--- src/rtl/pipe_hazard_sched_pkg.sv ---
// Shared definitions for the pipeline hazard scheduler: mult/div state
// encoding and default latencies/widths.
package pipe_hazard_sched_pkg;

   typedef enum logic {
      S_IDLE    = 1'b0,
      S_MD_BUSY = 1'b1
   } md_state_t;

   localparam int MULT_CYCLES_DEF = 4;
   localparam int DIV_CYCLES_DEF  = 32;
   localparam int CNT_W_DEF       = 6;
   localparam int PERF_W_DEF      = 16;

endpackage

--- src/rtl/pipe_hazard_sched_if.sv ---
// Hazard inputs from the ID/EX stages and the stall/flush/mult-div controls
// returned to the pipeline. The pipeline side is master, the scheduler slave.
interface pipe_hazard_sched_if #(
   parameter int PERF_W = 16
);
   logic              Ex_MemRead;
   logic [4:0]        Ex_Rt;
   logic [4:0]        ID_Rs;
   logic [4:0]        ID_Rt;
   logic              Ex_BranchTaken;
   logic              Ex_MulDiv;
   logic              Ex_IsDiv;
   logic              ID_HiLoUse;
   logic              PC_sleep;
   logic              IF_ID_sleep;
   logic              IF_ID_flush;
   logic              ID_Ex_flush;
   logic              MD_start;
   logic              MD_busy;
   logic              MD_done;
   logic [PERF_W-1:0] stall_cycles;

   modport master (
      output Ex_MemRead, Ex_Rt, ID_Rs, ID_Rt, Ex_BranchTaken, Ex_MulDiv, Ex_IsDiv, ID_HiLoUse,
      input  PC_sleep, IF_ID_sleep, IF_ID_flush, ID_Ex_flush, MD_start, MD_busy, MD_done,
             stall_cycles
   );

   modport slave (
      input  Ex_MemRead, Ex_Rt, ID_Rs, ID_Rt, Ex_BranchTaken, Ex_MulDiv, Ex_IsDiv, ID_HiLoUse,
      output PC_sleep, IF_ID_sleep, IF_ID_flush, ID_Ex_flush, MD_start, MD_busy, MD_done,
             stall_cycles
   );
endinterface

--- src/rtl/pipe_hazard_sched_md_busy_timer.sv ---
// HI/LO occupancy timer: loads the operation latency on a start, counts down
// while busy and flags the final busy cycle as done.
module md_busy_timer
   import pipe_hazard_sched_pkg::*;
#(
   parameter int MULT_CYCLES = MULT_CYCLES_DEF,
   parameter int DIV_CYCLES  = DIV_CYCLES_DEF,
   parameter int CNT_W       = CNT_W_DEF
) (
   input  logic clk,
   input  logic rst_n,
   input  logic load,
   input  logic is_div,
   output logic busy,
   output logic done
);

   localparam logic [CNT_W-1:0] MULT_LOAD = CNT_W'(MULT_CYCLES - 1);
   localparam logic [CNT_W-1:0] DIV_LOAD  = CNT_W'(DIV_CYCLES - 1);
   localparam logic [CNT_W-1:0] CNT_ONE   = CNT_W'(1);

   md_state_t        state_reg, state_next;
   logic [CNT_W-1:0] cnt_reg, cnt_next;

   // State and counter registers; reset abandons any operation in flight.
   always_ff @(posedge clk or negedge rst_n) begin
      if (!rst_n) begin
         state_reg <= S_IDLE;
         cnt_reg   <= '0;
      end else begin
         state_reg <= state_next;
         cnt_reg   <= cnt_next;
      end
   end

   // Next state: a start is accepted only when idle, so a stray start while
   // busy is ignored.
   always_comb begin
      state_next = state_reg;
      cnt_next   = cnt_reg;
      case (state_reg)
         S_IDLE: begin
            if (load) begin
               cnt_next   = is_div ? DIV_LOAD : MULT_LOAD;
               state_next = S_MD_BUSY;
            end
         end
         S_MD_BUSY: begin
            if (cnt_reg == CNT_ONE) begin
               cnt_next   = '0;
               state_next = S_IDLE;
            end else begin
               cnt_next = cnt_reg - CNT_ONE;
            end
         end
         default: begin
            state_next = S_IDLE;
            cnt_next   = '0;
         end
      endcase
   end

   assign busy = (state_reg == S_MD_BUSY);
   assign done = busy && (cnt_reg == CNT_ONE);

endmodule

--- src/rtl/pipe_hazard_sched.sv ---
// Stall/flush scheduler: merges load-use, taken-branch and HI/LO occupancy
// hazards into PC/IF_ID/ID_EX controls and counts stall cycles.
module pipe_hazard_sched
   import pipe_hazard_sched_pkg::*;
#(
   parameter int MULT_CYCLES = MULT_CYCLES_DEF,
   parameter int DIV_CYCLES  = DIV_CYCLES_DEF,
   parameter int CNT_W       = CNT_W_DEF,
   parameter int PERF_W      = PERF_W_DEF
) (
   input logic               clk,
   input logic               rst_n,
   pipe_hazard_sched_if.slave hz
);

   logic              md_start, md_busy, md_done;
   logic              loaduse, hilo, branch, stall;
   logic              pc_sleep;
   logic [PERF_W-1:0] stall_reg;

   md_busy_timer #(
      .MULT_CYCLES (MULT_CYCLES),
      .DIV_CYCLES  (DIV_CYCLES),
      .CNT_W       (CNT_W)
   ) u_timer (
      .clk    (clk),
      .rst_n  (rst_n),
      .load   (md_start),
      .is_div (hz.Ex_IsDiv),
      .busy   (md_busy),
      .done   (md_done)
   );

   // Hazard detection and priority merge. Combinational terms are gated by
   // rst_n so every output is quiet while reset is held. The done cycle does
   // not stall: HI/LO is valid when the waiting instruction reaches EX.
   always_comb begin
      md_start = rst_n && hz.Ex_MulDiv && !md_busy;
      loaduse  = hz.Ex_MemRead && (hz.Ex_Rt != 5'd0) &&
                 ((hz.Ex_Rt == hz.ID_Rs) || (hz.Ex_Rt == hz.ID_Rt));
      hilo     = hz.ID_HiLoUse && ((md_busy && !md_done) || md_start);
      branch   = rst_n && hz.Ex_BranchTaken;
      stall    = rst_n && (loaduse || hilo);
      pc_sleep = !branch && stall;
   end

   assign hz.PC_sleep    = pc_sleep;
   assign hz.IF_ID_sleep = pc_sleep;
   assign hz.IF_ID_flush = branch;
   assign hz.ID_Ex_flush = branch || stall;
   assign hz.MD_start    = md_start;
   assign hz.MD_busy     = md_busy;
   assign hz.MD_done     = md_done;
   assign hz.stall_cycles = stall_reg;

   // Saturating stall-cycle counter.
   always_ff @(posedge clk or negedge rst_n) begin
      if (!rst_n) begin
         stall_reg <= '0;
      end else if (pc_sleep && !(&stall_reg)) begin
         stall_reg <= stall_reg + PERF_W'(1);
      end
   end

endmodule

--- src/flat_wrapper.sv ---
// flat-port wrapper written by rule: the top's interface ports become plain ports
module pipe_hazard_sched_flat import pipe_hazard_sched_pkg::*;
#(
   parameter int MULT_CYCLES = MULT_CYCLES_DEF,
   parameter int DIV_CYCLES  = DIV_CYCLES_DEF,
   parameter int CNT_W       = CNT_W_DEF,
   parameter int PERF_W      = PERF_W_DEF
)
  (clk, rst_n, hz_Ex_MemRead, hz_Ex_Rt, hz_ID_Rs, hz_ID_Rt, hz_Ex_BranchTaken, hz_Ex_MulDiv, hz_Ex_IsDiv, hz_ID_HiLoUse, hz_PC_sleep, hz_IF_ID_sleep, hz_IF_ID_flush, hz_ID_Ex_flush, hz_MD_start, hz_MD_busy, hz_MD_done, hz_stall_cycles);
  pipe_hazard_sched_if #(.PERF_W(PERF_W)) hz_i ();
  input logic clk;
  input logic rst_n;
  input wire logic [$bits(hz_i.Ex_MemRead)-1:0] hz_Ex_MemRead;
  input wire logic [$bits(hz_i.Ex_Rt)-1:0] hz_Ex_Rt;
  input wire logic [$bits(hz_i.ID_Rs)-1:0] hz_ID_Rs;
  input wire logic [$bits(hz_i.ID_Rt)-1:0] hz_ID_Rt;
  input wire logic [$bits(hz_i.Ex_BranchTaken)-1:0] hz_Ex_BranchTaken;
  input wire logic [$bits(hz_i.Ex_MulDiv)-1:0] hz_Ex_MulDiv;
  input wire logic [$bits(hz_i.Ex_IsDiv)-1:0] hz_Ex_IsDiv;
  input wire logic [$bits(hz_i.ID_HiLoUse)-1:0] hz_ID_HiLoUse;
  output wire logic [$bits(hz_i.PC_sleep)-1:0] hz_PC_sleep;
  output wire logic [$bits(hz_i.IF_ID_sleep)-1:0] hz_IF_ID_sleep;
  output wire logic [$bits(hz_i.IF_ID_flush)-1:0] hz_IF_ID_flush;
  output wire logic [$bits(hz_i.ID_Ex_flush)-1:0] hz_ID_Ex_flush;
  output wire logic [$bits(hz_i.MD_start)-1:0] hz_MD_start;
  output wire logic [$bits(hz_i.MD_busy)-1:0] hz_MD_busy;
  output wire logic [$bits(hz_i.MD_done)-1:0] hz_MD_done;
  output wire logic [$bits(hz_i.stall_cycles)-1:0] hz_stall_cycles;
  assign hz_i.Ex_MemRead = hz_Ex_MemRead;
  assign hz_i.Ex_Rt = hz_Ex_Rt;
  assign hz_i.ID_Rs = hz_ID_Rs;
  assign hz_i.ID_Rt = hz_ID_Rt;
  assign hz_i.Ex_BranchTaken = hz_Ex_BranchTaken;
  assign hz_i.Ex_MulDiv = hz_Ex_MulDiv;
  assign hz_i.Ex_IsDiv = hz_Ex_IsDiv;
  assign hz_i.ID_HiLoUse = hz_ID_HiLoUse;
  assign hz_PC_sleep = hz_i.PC_sleep;
  assign hz_IF_ID_sleep = hz_i.IF_ID_sleep;
  assign hz_IF_ID_flush = hz_i.IF_ID_flush;
  assign hz_ID_Ex_flush = hz_i.ID_Ex_flush;
  assign hz_MD_start = hz_i.MD_start;
  assign hz_MD_busy = hz_i.MD_busy;
  assign hz_MD_done = hz_i.MD_done;
  assign hz_stall_cycles = hz_i.stall_cycles;
  pipe_hazard_sched #(.MULT_CYCLES(MULT_CYCLES), .DIV_CYCLES(DIV_CYCLES), .CNT_W(CNT_W), .PERF_W(PERF_W)) u_core (.clk(clk), .rst_n(rst_n), .hz(hz_i));
endmodule
--- config.mk ---
export PLATFORM = sky130hd
export DESIGN_NAME = pipe_hazard_sched_flat
export DESIGN_NICKNAME = d
export VERILOG_FILES = /design/src/rtl/pipe_hazard_sched_pkg.sv /design/src/rtl/pipe_hazard_sched_if.sv /design/src/rtl/pipe_hazard_sched_md_busy_timer.sv /design/src/rtl/pipe_hazard_sched.sv /design/src/flat_wrapper.sv
export SDC_FILE = /design/constraint.sdc
export NUM_CORES = 1
export LEC_CHECK = 0
export ABC_CLOCK_PERIOD_IN_PS = 1900
export BUFFER_PORTS_ARGS = -buffer_cell sky130_fd_sc_hd__buf_2
export CORE_MARGIN = 2
export CORE_UTILIZATION = 30
export CTS_CLUSTER_SIZE = 40
export DETAILED_ROUTE_END_ITERATION = 6
export PLACE_DENSITY = 0.57
export SYNTH_ARGS = -nofsm -noshare
export SYNTH_HDL_FRONTEND = slang
export SYNTH_SLANG_ARGS = --single-unit
--- constraint.sdc ---
create_clock -name clk -period 1.9 [get_ports clk]
set_input_delay 0.095 -clock clk [delete_from_list [all_inputs] [get_ports clk]]
set_output_delay 0.095 -clock clk [all_outputs]
set_load 0.02 [all_outputs]
==> run_results.csv <==
group,metric,value,unit
global_route,grt_pass1_wl,5575,um
timing,period_share,0.9716,
yosys,synth_top_area_frac,0.4307,
timing,hold_viol_final,0,
yosys,yosysUniqueCellTypes,33,
timing,fmax,541.7,MHz
place,numPortBuffers,44,
layout,diodes,0,
worst_setup_path,critPathSlowestCell,"dfrtp_1",
min_path,min_path_cells,3,
global_route,grt_max_degree,18,
worst_setup_path,cp-end-kind,"primary output",
floorplan,fp.dieH,70.74,um
layout,fin_cells,260,
clock_tree,cts_buffers,3,
global_route,track_usage,0.1345,
global_route,grt-ovfl-total,0,
yosys,netlist_area,1336,um2
place,dpl.cell_count,250,
worst_setup_path,reg2reg_to,"u_core.hz.stall_cycles[1]$_DFFE_PN0P_",
flow_run,drv_cap,0,
timing,slew_headroom,0.5868,
timing,clock-skew-final,0.006705,ns
timing,setup-tns-final,0,ns
yosys,async_flop_share,1.000,
yosys,syn-mean-instance-area,9.683,um2
floorplan,die_area,5004,um2
worst_setup_path,reg2reg_slack,0.09,ns
yosys,yosysSeqAreaShare,0.4307,
floorplan,initial_core_util,0.3090,
clock_tree,clkLatencyLatePin,0.27,ns
timing,holdWs,0.1709,ns
worst_setup_path,cpPeakStageDelay,0.45,ns
worst_setup_path,crit_arrival,1.75,ns
yosys,synth_warnings,0,
clock_tree,htreeDepth,1,
layout,num-fill-cells,459,
clock_tree,clock_path_buffers,2,
yosys,synth-seq-cells,23,
drt,drc,0,
outcome,outcome,"finished, final reports clean",
yosys,synthCells,138,
drt,dr.pass1.iters,4,
clock_tree,cts_tree,"yes",
place,place_hpwl,2622,um
layout,fin_area,1911,um2
min_path,worstHoldStart,"hz_Ex_MulDiv",
min_path,hp-class,"input pin to flop",
power_and_ir_drop,vdd_drop_max,0.3510,mV
yosys,synthFlopType,"dfrtp_1",
power_and_ir_drop,p_leak,0.9348,nW
worst_setup_path,path_max_fanout,4,
drt,drtAntennaViolNets,0,
timing,worstMarginPinSlew,0.6199,ns
place,gp_congestion,0.7774,
worst_setup_path,worstSetupStartpointType,"flop",
clock_tree,numClockSinks,23,
worst_setup_path,path_cells,"nor3_4 -> a31o_2 -> o21ai_2 -> o2bb2ai_2 -> o21a_1 -> buf_2",
drt,drt-total-wl,3494,um
floorplan,io_pins,45,
layout,fin_util,0.4418,
yosys,yosys.area.top_type,"dfrtp_1",
global_route,grt_pass1_vias,1259,
clock_tree,clkSlewWorstSetupHoldPaths,0.08,ns
worst_setup_path,r2r_cells,6,
floorplan,die_width,70.74,um
worst_setup_path,critPathKind,"flop to primary output",
drt,initialDrtViolationCount,66,
global_route,antenna_found_initial,0,
timing,slew_violations,0,
floorplan,core-area,4324,um2
yosys,syn_nets,163,
worst_setup_path,required,1.80,ns
floorplan,rows,24,
yosys,synth_edf_count,0,
timing,rsz0062_at_grt,"true",
timing,finalSetupViolCount,0,
layout,largest_reg_flops,16,
power_and_ir_drop,p_per_area,714.1,nW/um2
drt,vias_per_cell,5.019,
layout,fin_nets,234,
timing,fin_crit,1.846,ns
drt,wl_per_cell,13.44,um
worst_setup_path,r2r-start,"u_core.hz.stall_cycles[0]$_DFFE_PN0P_",
layout,drive_gt1_frac,0.4183,
clock_tree,clock-root-buffer,"clkbuf_8",
place,dpl-instance-area,1744,um2
yosys,netlist_top_cells_area,"dfrtp_1 43%, xnor2_1 9.2%, xor2_1 7.2%",
drt,vias,1305,
min_path,hold_end,"u_core.u_timer.cnt_reg[0]$_DFFE_PN0P_",
layout,area_delta_synth_final,42.98,%
repair_timing:
action,CTS,global route
resized for setup,4,11
setup buffers,2,2
pin swaps,1,2
cloned,0,1
endpoints found under the hold margin,23,0
setup endpoints to repair,5,16
hold buffers,1,0
cell usage after synthesis (4+ instances only):
cell type  count
dfrtp_1       23
nand2_1       10
nor3_1         4
xor2_1        11
nand3_1        5
o21ai_0        8
xnor2_1       14
nand4_1       13
nor2_1         7
inv_1          7
through the flow:
step           total power [mW]  setup WS (ns)
6_report                  1.364        0.05389
5_1_grt                   1.445       -0.01830
4_1_cts                   1.338       0.008870
3_5_place_dp              1.015      -0.006103
3_3_place_gp              1.007        0.03461
2_1_floorplan            0.7910        0.05735
power breakdown:
part | switching, mW | leakage, nW | total [mW] | internal [mW]
Clock | 0.161 | 0.0217 | 0.310 | 0.148
Combinational | 0.255 | 0.621 | 0.485 | 0.230
Sequential | 0.0280 | 0.292 | 0.570 | 0.542
Total | 0.444 | 0.935 | 1.36 | 0.920
how the worst max path moves through the flow:
stage | start | to | slack [ns] | cells past startpoint
after floorplan | u_core.hz.stall_cycles[0]$_DFFE_PN0P_ | u_core.hz.stall_cycles[4]$_DFFE_PN0P_ | 0.06 | 8
after global placement | u_core.hz.stall_cycles[0]$_DFFE_PN0P_ | u_core.hz.stall_cycles[1]$_DFFE_PN0P_ | 0.03 | 6
after detailed placement | u_core.hz.stall_cycles[0]$_DFFE_PN0P_ | u_core.hz.stall_cycles[1]$_DFFE_PN0P_ | -0.006 | 6
after CTS | u_core.u_timer.cnt_reg[1]$_DFFE_PN0P_ | hz_PC_sleep | 0.009 | 7
after global routing | u_core.u_timer.cnt_reg[4]$_DFFE_PN0P_ | hz_ID_Ex_flush | -0.02 | 6
final | u_core.u_timer.cnt_reg[4]$_DFFE_PN0P_ | hz_ID_Ex_flush | 0.05 | 6
layer usage:
metal	routed length (um)	share of wire	track usage	vias up
met5	0	0	0	-
met4	23	0.0066	0.01887	0
met3	185	0.053	0.04274	4
met2	1672	0.48	0.2222	34
met1	1613	0.46	0.1779	626
li1	-	-	-	641
area by class of cell:
class | instances | area (um2) | share of cell area
tap | 52 | 65.06 | 0.03405
clock inverter | 1 | 7.507 | 0.003929
inverter | 7 | 26.28 | 0.01375
clock buffer | 3 | 41.29 | 0.02161
timing repair buffer | 68 | 407.9 | 0.2135
sequential | 23 | 578.1 | 0.3026
multi-input combinational | 106 | 784.5 | 0.4106
logic make-up (layout without fill, tap and decap cells):
| group | Yosys count | in the layout | synth area share |
|---|---|---|---|
| buffers and inverters | 10 | 79 | 0.03652 |
| multiplexers | 1 | 1 | 0.008426 |
| AND/OR/NAND/NOR | 50 | 50 | 0.1985 |
| AO/OA/AOI/OAI | 26 | 27 | 0.1339 |
| flip-flops | 23 | 23 | 0.4307 |
| XOR/XNOR | 25 | 25 | 0.1639 |
| adder cells (fa/ha/maj) | 3 | 3 | 0.02809 |
critical path, delay by kind of cell (launching register included):
kind | cells | cell delay [ns]
compound gates | 4 | 0.63
flops | 1 | 0.45
simple gates | 1 | 0.25
buf+inv | 1 | 0.15
cells in the final DEF, fill, tap and decap left out, drive strengths merged:
cell type | netlist | layout
a21oi | 3 | 3
a22o | 3 | 3
a22oi | 2 | 2
a311o | 1 | 1
a31o | 1 | 1
a31oi | 1 | 1
and2 | 3 | 3
and3 | 4 | 4
and4 | 1 | 1
buf | 2 | 67
clkbuf | 1 | 3
clkinvlp | 0 | 1
dfrtp | 23 | 23
dlygate4sd3 | 0 | 1
ha | 3 | 3
inv | 7 | 7
mux2 | 1 | 1
nand2 | 10 | 10
nand3 | 5 | 5
nand4 | 13 | 13
nor2 | 7 | 7
nor2b | 1 | 1
nor3 | 4 | 4
o2111ai | 2 | 2
o21a | 1 | 1
o21ai | 9 | 10
o22ai | 1 | 1
o2bb2ai | 1 | 1
o41ai | 1 | 1
or4 | 2 | 2
xnor2 | 14 | 14
xor2 | 11 | 11
Power figures use the tool's default switching activity.
